## src/rtl/sprite_row_fetcher.sv

```systemverilog
// sprite_row_fetcher
//   Reads WORDS_PER_ROW consecutive words from the sprite RAM, starting at
//   row_addr, and streams each word out as PIX_BITS-wide pixels over a
//   valid/ready handshake. Pixel 0 of a word is its least significant bits.
//   The RAM has a 1-cycle registered read: data for the address presented in
//   cycle n appears on mem_data in cycle n+1.
//
//   Optional build macro SPRITE_ROW_FETCHER_PREFETCH_EN: fetches the next word
//   into a holding register while the current word streams, which removes the
//   2-cycle pix_valid bubble between words. It needs PIX_PER_WORD >= 2.
//
// Ports
//   clk        clock
//   reset      asynchronous, active-high reset
//   start      one-cycle request to fetch and stream a row (ignored while busy)
//   row_addr   first word address, sampled with start
//   busy       high from the cycle after start until the last pixel is accepted
//   mem_addr   registered RAM read address
//   mem_we     RAM write enable, always 0
//   mem_data   RAM read data
//   pix_valid  pix_data is valid
//   pix_ready  downstream accepts the pixel when pix_valid && pix_ready
//   pix_data   current pixel
//   pix_last   final pixel of the row
module sprite_row_fetcher #(
  parameter int WORD_SIZE     = 32,
  parameter int ADDR_BITS     = 4,
  parameter int PIX_BITS      = 2,
  parameter int WORDS_PER_ROW = 2
) (
  input  logic                 clk,
  input  logic                 reset,
  input  logic                 start,
  input  logic [ADDR_BITS-1:0] row_addr,
  output logic                 busy,
  output logic [ADDR_BITS-1:0] mem_addr,
  output logic                 mem_we,
  input  logic [WORD_SIZE-1:0] mem_data,
  output logic                 pix_valid,
  input  logic                 pix_ready,
  output logic [PIX_BITS-1:0]  pix_data,
  output logic                 pix_last
);

  localparam int PIX_PER_WORD = WORD_SIZE / PIX_BITS;
  localparam int CNT_W        = (PIX_PER_WORD > 1) ? $clog2(PIX_PER_WORD) : 1;
  localparam logic [CNT_W-1:0]   LAST_PIX  = CNT_W'(PIX_PER_WORD - 1);
  localparam logic [ADDR_BITS:0] LAST_WORD = (ADDR_BITS + 1)'(WORDS_PER_ROW - 1);

  typedef enum logic [1:0] {IDLE, ISSUE, CAPTURE, STREAM} state_t;

  state_t                 state, state_next;
  logic [ADDR_BITS-1:0]   row_base;
  logic [ADDR_BITS:0]     word_idx;
  logic [CNT_W-1:0]       pix_cnt;
  logic [WORD_SIZE-1:0]   shifter;
  logic                   handshake, word_done, row_done;

`ifdef SPRITE_ROW_FETCHER_PREFETCH_EN
  logic [WORD_SIZE-1:0]   hold;
  logic                   issued;   // prefetch address is on mem_addr this cycle
  logic                   cap;      // prefetched word is on mem_data this cycle
`endif

  assign mem_we    = 1'b0;
  assign pix_data  = shifter[PIX_BITS-1:0];
  assign handshake = pix_valid && pix_ready;
  assign word_done = handshake && (pix_cnt == LAST_PIX);
  assign row_done  = word_done && (word_idx == LAST_WORD);

  // State register
  // NOTE: sequential state uses non-blocking assignments so every register
  // samples pre-edge values, independent of block ordering.
  always_ff @(posedge clk or posedge reset) begin
    if (reset) state <= IDLE;
    else       state <= state_next;
  end

  // Next-state logic
  // NOTE: default assignment first so no path leaves state_next unassigned
  // (which would infer a latch).
  always_comb begin
    state_next = state;
    unique case (state)
      IDLE:    if (start) state_next = ISSUE;
      ISSUE:   state_next = CAPTURE;
      CAPTURE: state_next = STREAM;
      STREAM: begin
        if (row_done) begin
          state_next = IDLE;
        end else if (word_done) begin
`ifdef SPRITE_ROW_FETCHER_PREFETCH_EN
          state_next = STREAM;   // next word is already in the holding register
`else
          state_next = ISSUE;
`endif
        end
      end
      default: state_next = IDLE;
    endcase
  end

  // Output logic
  always_comb begin
    busy      = (state != IDLE);
    pix_valid = (state == STREAM);
    pix_last  = (state == STREAM) && (word_idx == LAST_WORD) && (pix_cnt == LAST_PIX);
  end

  // Datapath: address generation, word capture and pixel shifting.
  // mem_addr is loaded on the edge that enters ISSUE so the RAM sees it
  // during ISSUE and returns the word during CAPTURE.
  always_ff @(posedge clk or posedge reset) begin
    if (reset) begin
      row_base <= '0;
      word_idx <= '0;
      pix_cnt  <= '0;
      shifter  <= '0;
      mem_addr <= '0;
`ifdef SPRITE_ROW_FETCHER_PREFETCH_EN
      hold     <= '0;
      issued   <= 1'b0;
      cap      <= 1'b0;
`endif
    end else begin
`ifdef SPRITE_ROW_FETCHER_PREFETCH_EN
      issued <= 1'b0;
      cap    <= issued;
      if (cap) hold <= mem_data;
`endif
      unique case (state)
        IDLE: begin
          if (start) begin
            row_base <= row_addr;
            word_idx <= '0;
            mem_addr <= row_addr;
          end
        end
        ISSUE: ;
        CAPTURE: begin
          shifter <= mem_data;
          pix_cnt <= '0;
`ifdef SPRITE_ROW_FETCHER_PREFETCH_EN
          // Issue the second word's read so it lands in the first STREAM cycle.
          if (word_idx != LAST_WORD) begin
            mem_addr <= row_base + word_idx[ADDR_BITS-1:0] + ADDR_BITS'(1);
            issued   <= 1'b1;
          end
`endif
        end
        STREAM: begin
          if (handshake) begin
            shifter <= shifter >> PIX_BITS;
            pix_cnt <= pix_cnt + CNT_W'(1);
          end
          if (word_done && !row_done) begin
            word_idx <= word_idx + (ADDR_BITS + 1)'(1);
`ifdef SPRITE_ROW_FETCHER_PREFETCH_EN
            // The prefetched word may still be on mem_data if the boundary
            // arrives the very cycle it is being captured.
            shifter <= cap ? mem_data : hold;
            pix_cnt <= '0;
            if ((word_idx + (ADDR_BITS + 1)'(1)) != LAST_WORD) begin
              mem_addr <= row_base + word_idx[ADDR_BITS-1:0] + ADDR_BITS'(2);
              issued   <= 1'b1;
            end
`else
            mem_addr <= row_base + word_idx[ADDR_BITS-1:0] + ADDR_BITS'(1);
`endif
          end
        end
        default: ;
      endcase
    end
  end

endmodule
```

## config.mk

```make
export PLATFORM = sky130hd
export DESIGN_NAME = sprite_row_fetcher
export DESIGN_NICKNAME = d
export VERILOG_FILES = /design/src/rtl/sprite_row_fetcher.sv
export SDC_FILE = /design/constraint.sdc
export NUM_CORES = 1
export LEC_CHECK = 0
export ABC_CLOCK_PERIOD_IN_PS = 5300
export BUFFER_PORTS_ARGS = -buffer_cell sky130_fd_sc_hd__buf_2
export CAP_MARGIN = 20
export CORE_MARGIN = 4
export CORE_UTILIZATION = 25
export CTS_BUF_LIST = sky130_fd_sc_hd__clkbuf_8 sky130_fd_sc_hd__clkbuf_16
export CTS_CLUSTER_SIZE = 20
export DETAILED_ROUTE_END_ITERATION = 8
export SETUP_SLACK_MARGIN = 0.15
export SYNTH_ARGS = -nofsm -noshare
export SYNTH_HDL_FRONTEND = slang
export SYNTH_SLANG_ARGS = --single-unit
```

## constraint.sdc

```tcl
create_clock -name clk -period 5.3 [get_ports clk]
set_input_delay 0.53 -clock clk [delete_from_list [all_inputs] [get_ports clk]]
set_output_delay 0.53 -clock clk [all_outputs]
set_load 0.01 [all_outputs]
```

==> impl_metrics.json <==
{
  "status": "complete, no violations",
  "routed_wirelength_um": 5220,
  "internal-power_mw": 0.957,
  "worst_pin_slew_ps": 685,
  "synth_edf_count": 0,
  "p_comb_share_pct": 44.3,
  "drtIter0Drc": 85,
  "crit_buf_inv": 2,
  "syn_nets": 303,
  "dieArea_um2": 12000,
  "syn_area_um2": 2580,
  "antenna_found_initial": 0,
  "cts_sinks": 51,
  "place_inst": 421,
  "vias_per_cell": 4.37,
  "power_frac_seq_pct": 40.8,
  "dr.pass1.iters": 4,
  "final_common_cell": "dfrtp_1",
  "synth_area_per_cell_um2": 10.2,
  "crit_family": "buffers and inverters",
  "max_freq_mhz": 364,
  "report.final.slew_viol_count": 0,
  "ant_nets": 0,
  "critical_path_class": "flip-flop to primary output",
  "rows": 36,
  "start_kind": "flip-flop",
  "async_flop_share_pct": 100,
  "routed.top_layer": "met4",
  "rr_startpoint": "state[1]",
  "wl_met2_um": 2360,
  "start_util_pct": 26.0,
  "hold_violations": 0,
  "p_sw_mw": 0.615,
  "max-cap-violations": 0,
  "hpwl_um": 3750,
  "area_growth_pct": 17.7,
  "crit_required_ps": 4770,
  "synth_top_area_share_pct": 49.5,
  "r2r_setup_slack_ps": 2720,
  "root_buffer": "clkbuf_8",
  "ff2ff_path_depth": 5,
  "cts_hold_buf": 0,
  "io_pins": 50,
  "period_share_pct": 51.9,
  "grt_pass1_wl_um": 8820,
  "synthDistinctLibCells": 38,
  "cts.clk_slew.worst_paths_ps": 100,
  "r2r-end": "mem_addr[1]",
  "ys.flop_type": "dfrtp_1",
  "maxSlewHeadroom_pct": 54.3,
  "worst_slack_ps": 2550,
  "wire_per_inst_um": 12.2,
  "power_density_nw_per_um2": 518,
  "dr_wl_met3_um": 244,
  "rsz0062_at_grt": "no",
  "synth.area.top_cells": "dfrtp_1 (49%), mux2i_1 (12%), o21ai_0 (7.6%)",
  "die_h_um": 110,
  "fin_crit_ps": 2750,
  "final_layout_size_suffix_gt1_share_pct": 23.3,
  "cp_max_fo": 38,
  "grt_pass1_vias": 1877,
  "routabilityCongestion": 0.748,
  "clockPowerShare_pct": 14.9,
  "synthCells": 252,
  "n_antenna_cell": 0,
  "critical-path-max-stage-delay_ps": 540,
  "slowest_stage": "buf_4",
  "yosys.area.top_type": "dfrtp_1",
  "instances_no_fill": 429,
  "fin_nets": 346,
  "final_cell_mix": "dfrtp_1 (51), buf_2 (48), o21ai_0 (39)",
  "cp-startpoint": "state[1]",
  "insertion_delay_ps": 300,
  "clock_skew_ps": 16.3,
  "end_kind": "primary output",
  "vias": 1876,
  "coreArea_um2": 9910,
  "post-cts-setup-buffers": 0,
  "critPathArrivalTime_ps": 2220,
  "crit_path_cell_trace": "ha_2 > buf_4 > nand2_1 > nor2_1 > buf_2",
  "nFillCells": 1047,
  "power_leakage_nw": 1.41,
  "gr-total-overflow": 0,
  "yosysWarnings": 0,
  "cts_max_level": 2,
  "ys_ff_latch": 51,
  "seq_area_frac_synth_pct": 49.5,
  "cts_resized": 0,
  "cts_tree": "done",
  "grt_max_degree": 52,
  "die_x_um": 110,
  "io_buffers": 48,
  "track_usage_pct": 9.25,
  "fin_tns_setup_ps": 0,
  "setup_viol": 0,
  "p_sw_share_pct": 39.1,
  "hold_path_class": "input port to async pin",
  "clockBufferDepth": 2,
  "m1WireLength_um": 2520,
  "ir_drop_v": 0.000132,
  "place_ws_ps": 2690,
  "drc": 0,
  "cts_buffers": 5
}
==> synth_stat cells, types with 2 or more instances <==
library cell / count
a21oi_1: 8
nor2_1: 5
a22o_1: 3
mux2_2: 5
dfrtp_1: 51
nand2_1: 38
nor2b_1: 2
buf_2: 7
buf_4: 4
inv_1: 13
ha_1: 10
clkbuf_1: 4
a221oi_1: 3
nand3_1: 5
nor3_1: 4
o21ai_0: 39
mux2i_1: 30
==> cell families after synthesis <==
family / count (synthesis) / synth area share (%)
mux: 35 / 13.8
flops: 51 / 49.5
buf+inv: 28 / 5.00
xor+xnor: 2 / 0.679
compound gates: 60 / 13.6
simple gates: 64 / 11.6
other cells: 1 / 0.145
fa+ha+maj: 11 / 5.63
==> registers in the layout (all words and copies together), names as in the netlist <==
signal and count:
pix_cnt 4, mem_addr 4, word_idx 5, row_base 4, shifter 32, state 2
==> worst max path at each step <==
stage,cells past startpoint,to
finish,5,pix_last
global route,5,pix_last
CTS,5,pix_last
detailed placement,5,mem_addr[1]
global placement,5,mem_addr[1]
floorplan,5,pix_last
==> power by group through the flow <==
stage | Sequential, mW | Combinational [mW] | Clock [mW]
CTS | 0.644 | 0.711 | 0.246
floorplan | 0.635 | 0.571 | 0
detailed placement | 0.652 | 0.708 | 0
global placement | 0.644 | 0.692 | 0
global route | 0.663 | 0.798 | 0.263
finish | 0.641 | 0.697 | 0.235
==> stage by stage <==
stage	power [mW]	cell area [µm²]	hold WS (ps)	util (%)
after global placement	1.34	2940	458	29.7
after detailed placement	1.36	2940	468	29.7
final	1.57	3040	385	30.7
after floorplan	1.21	2580	450	-
after global routing	1.72	3040	432	30.7
after CTS	1.60	3040	426	30.7
==> per-layer routing <==
layer / track usage, % / up-vias
met3: 2.23 / 7
li1: - / 962
met2: 14.4 / 37
met4: 4.36 / 0
met5: 0 / -
met1: 12.1 / 870
==> area by class of cell <==
type	count	area [µm²]	area share (%)
clock buffer	6	82.6	2.72
clock inverter	2	12.5	0.412
inverter	13	48.8	1.61
multi-input combinational	173	1190	39.1
sequential	51	1280	42.0
tap	133	166	5.48
timing repair buffer	51	263	8.65
==> tightest hold or removal path: stages <==
cell and delay, ps:
buf_2 100, inv_2 30, buf_4 520
Note: power is estimated with default switching activity, not from simulation.
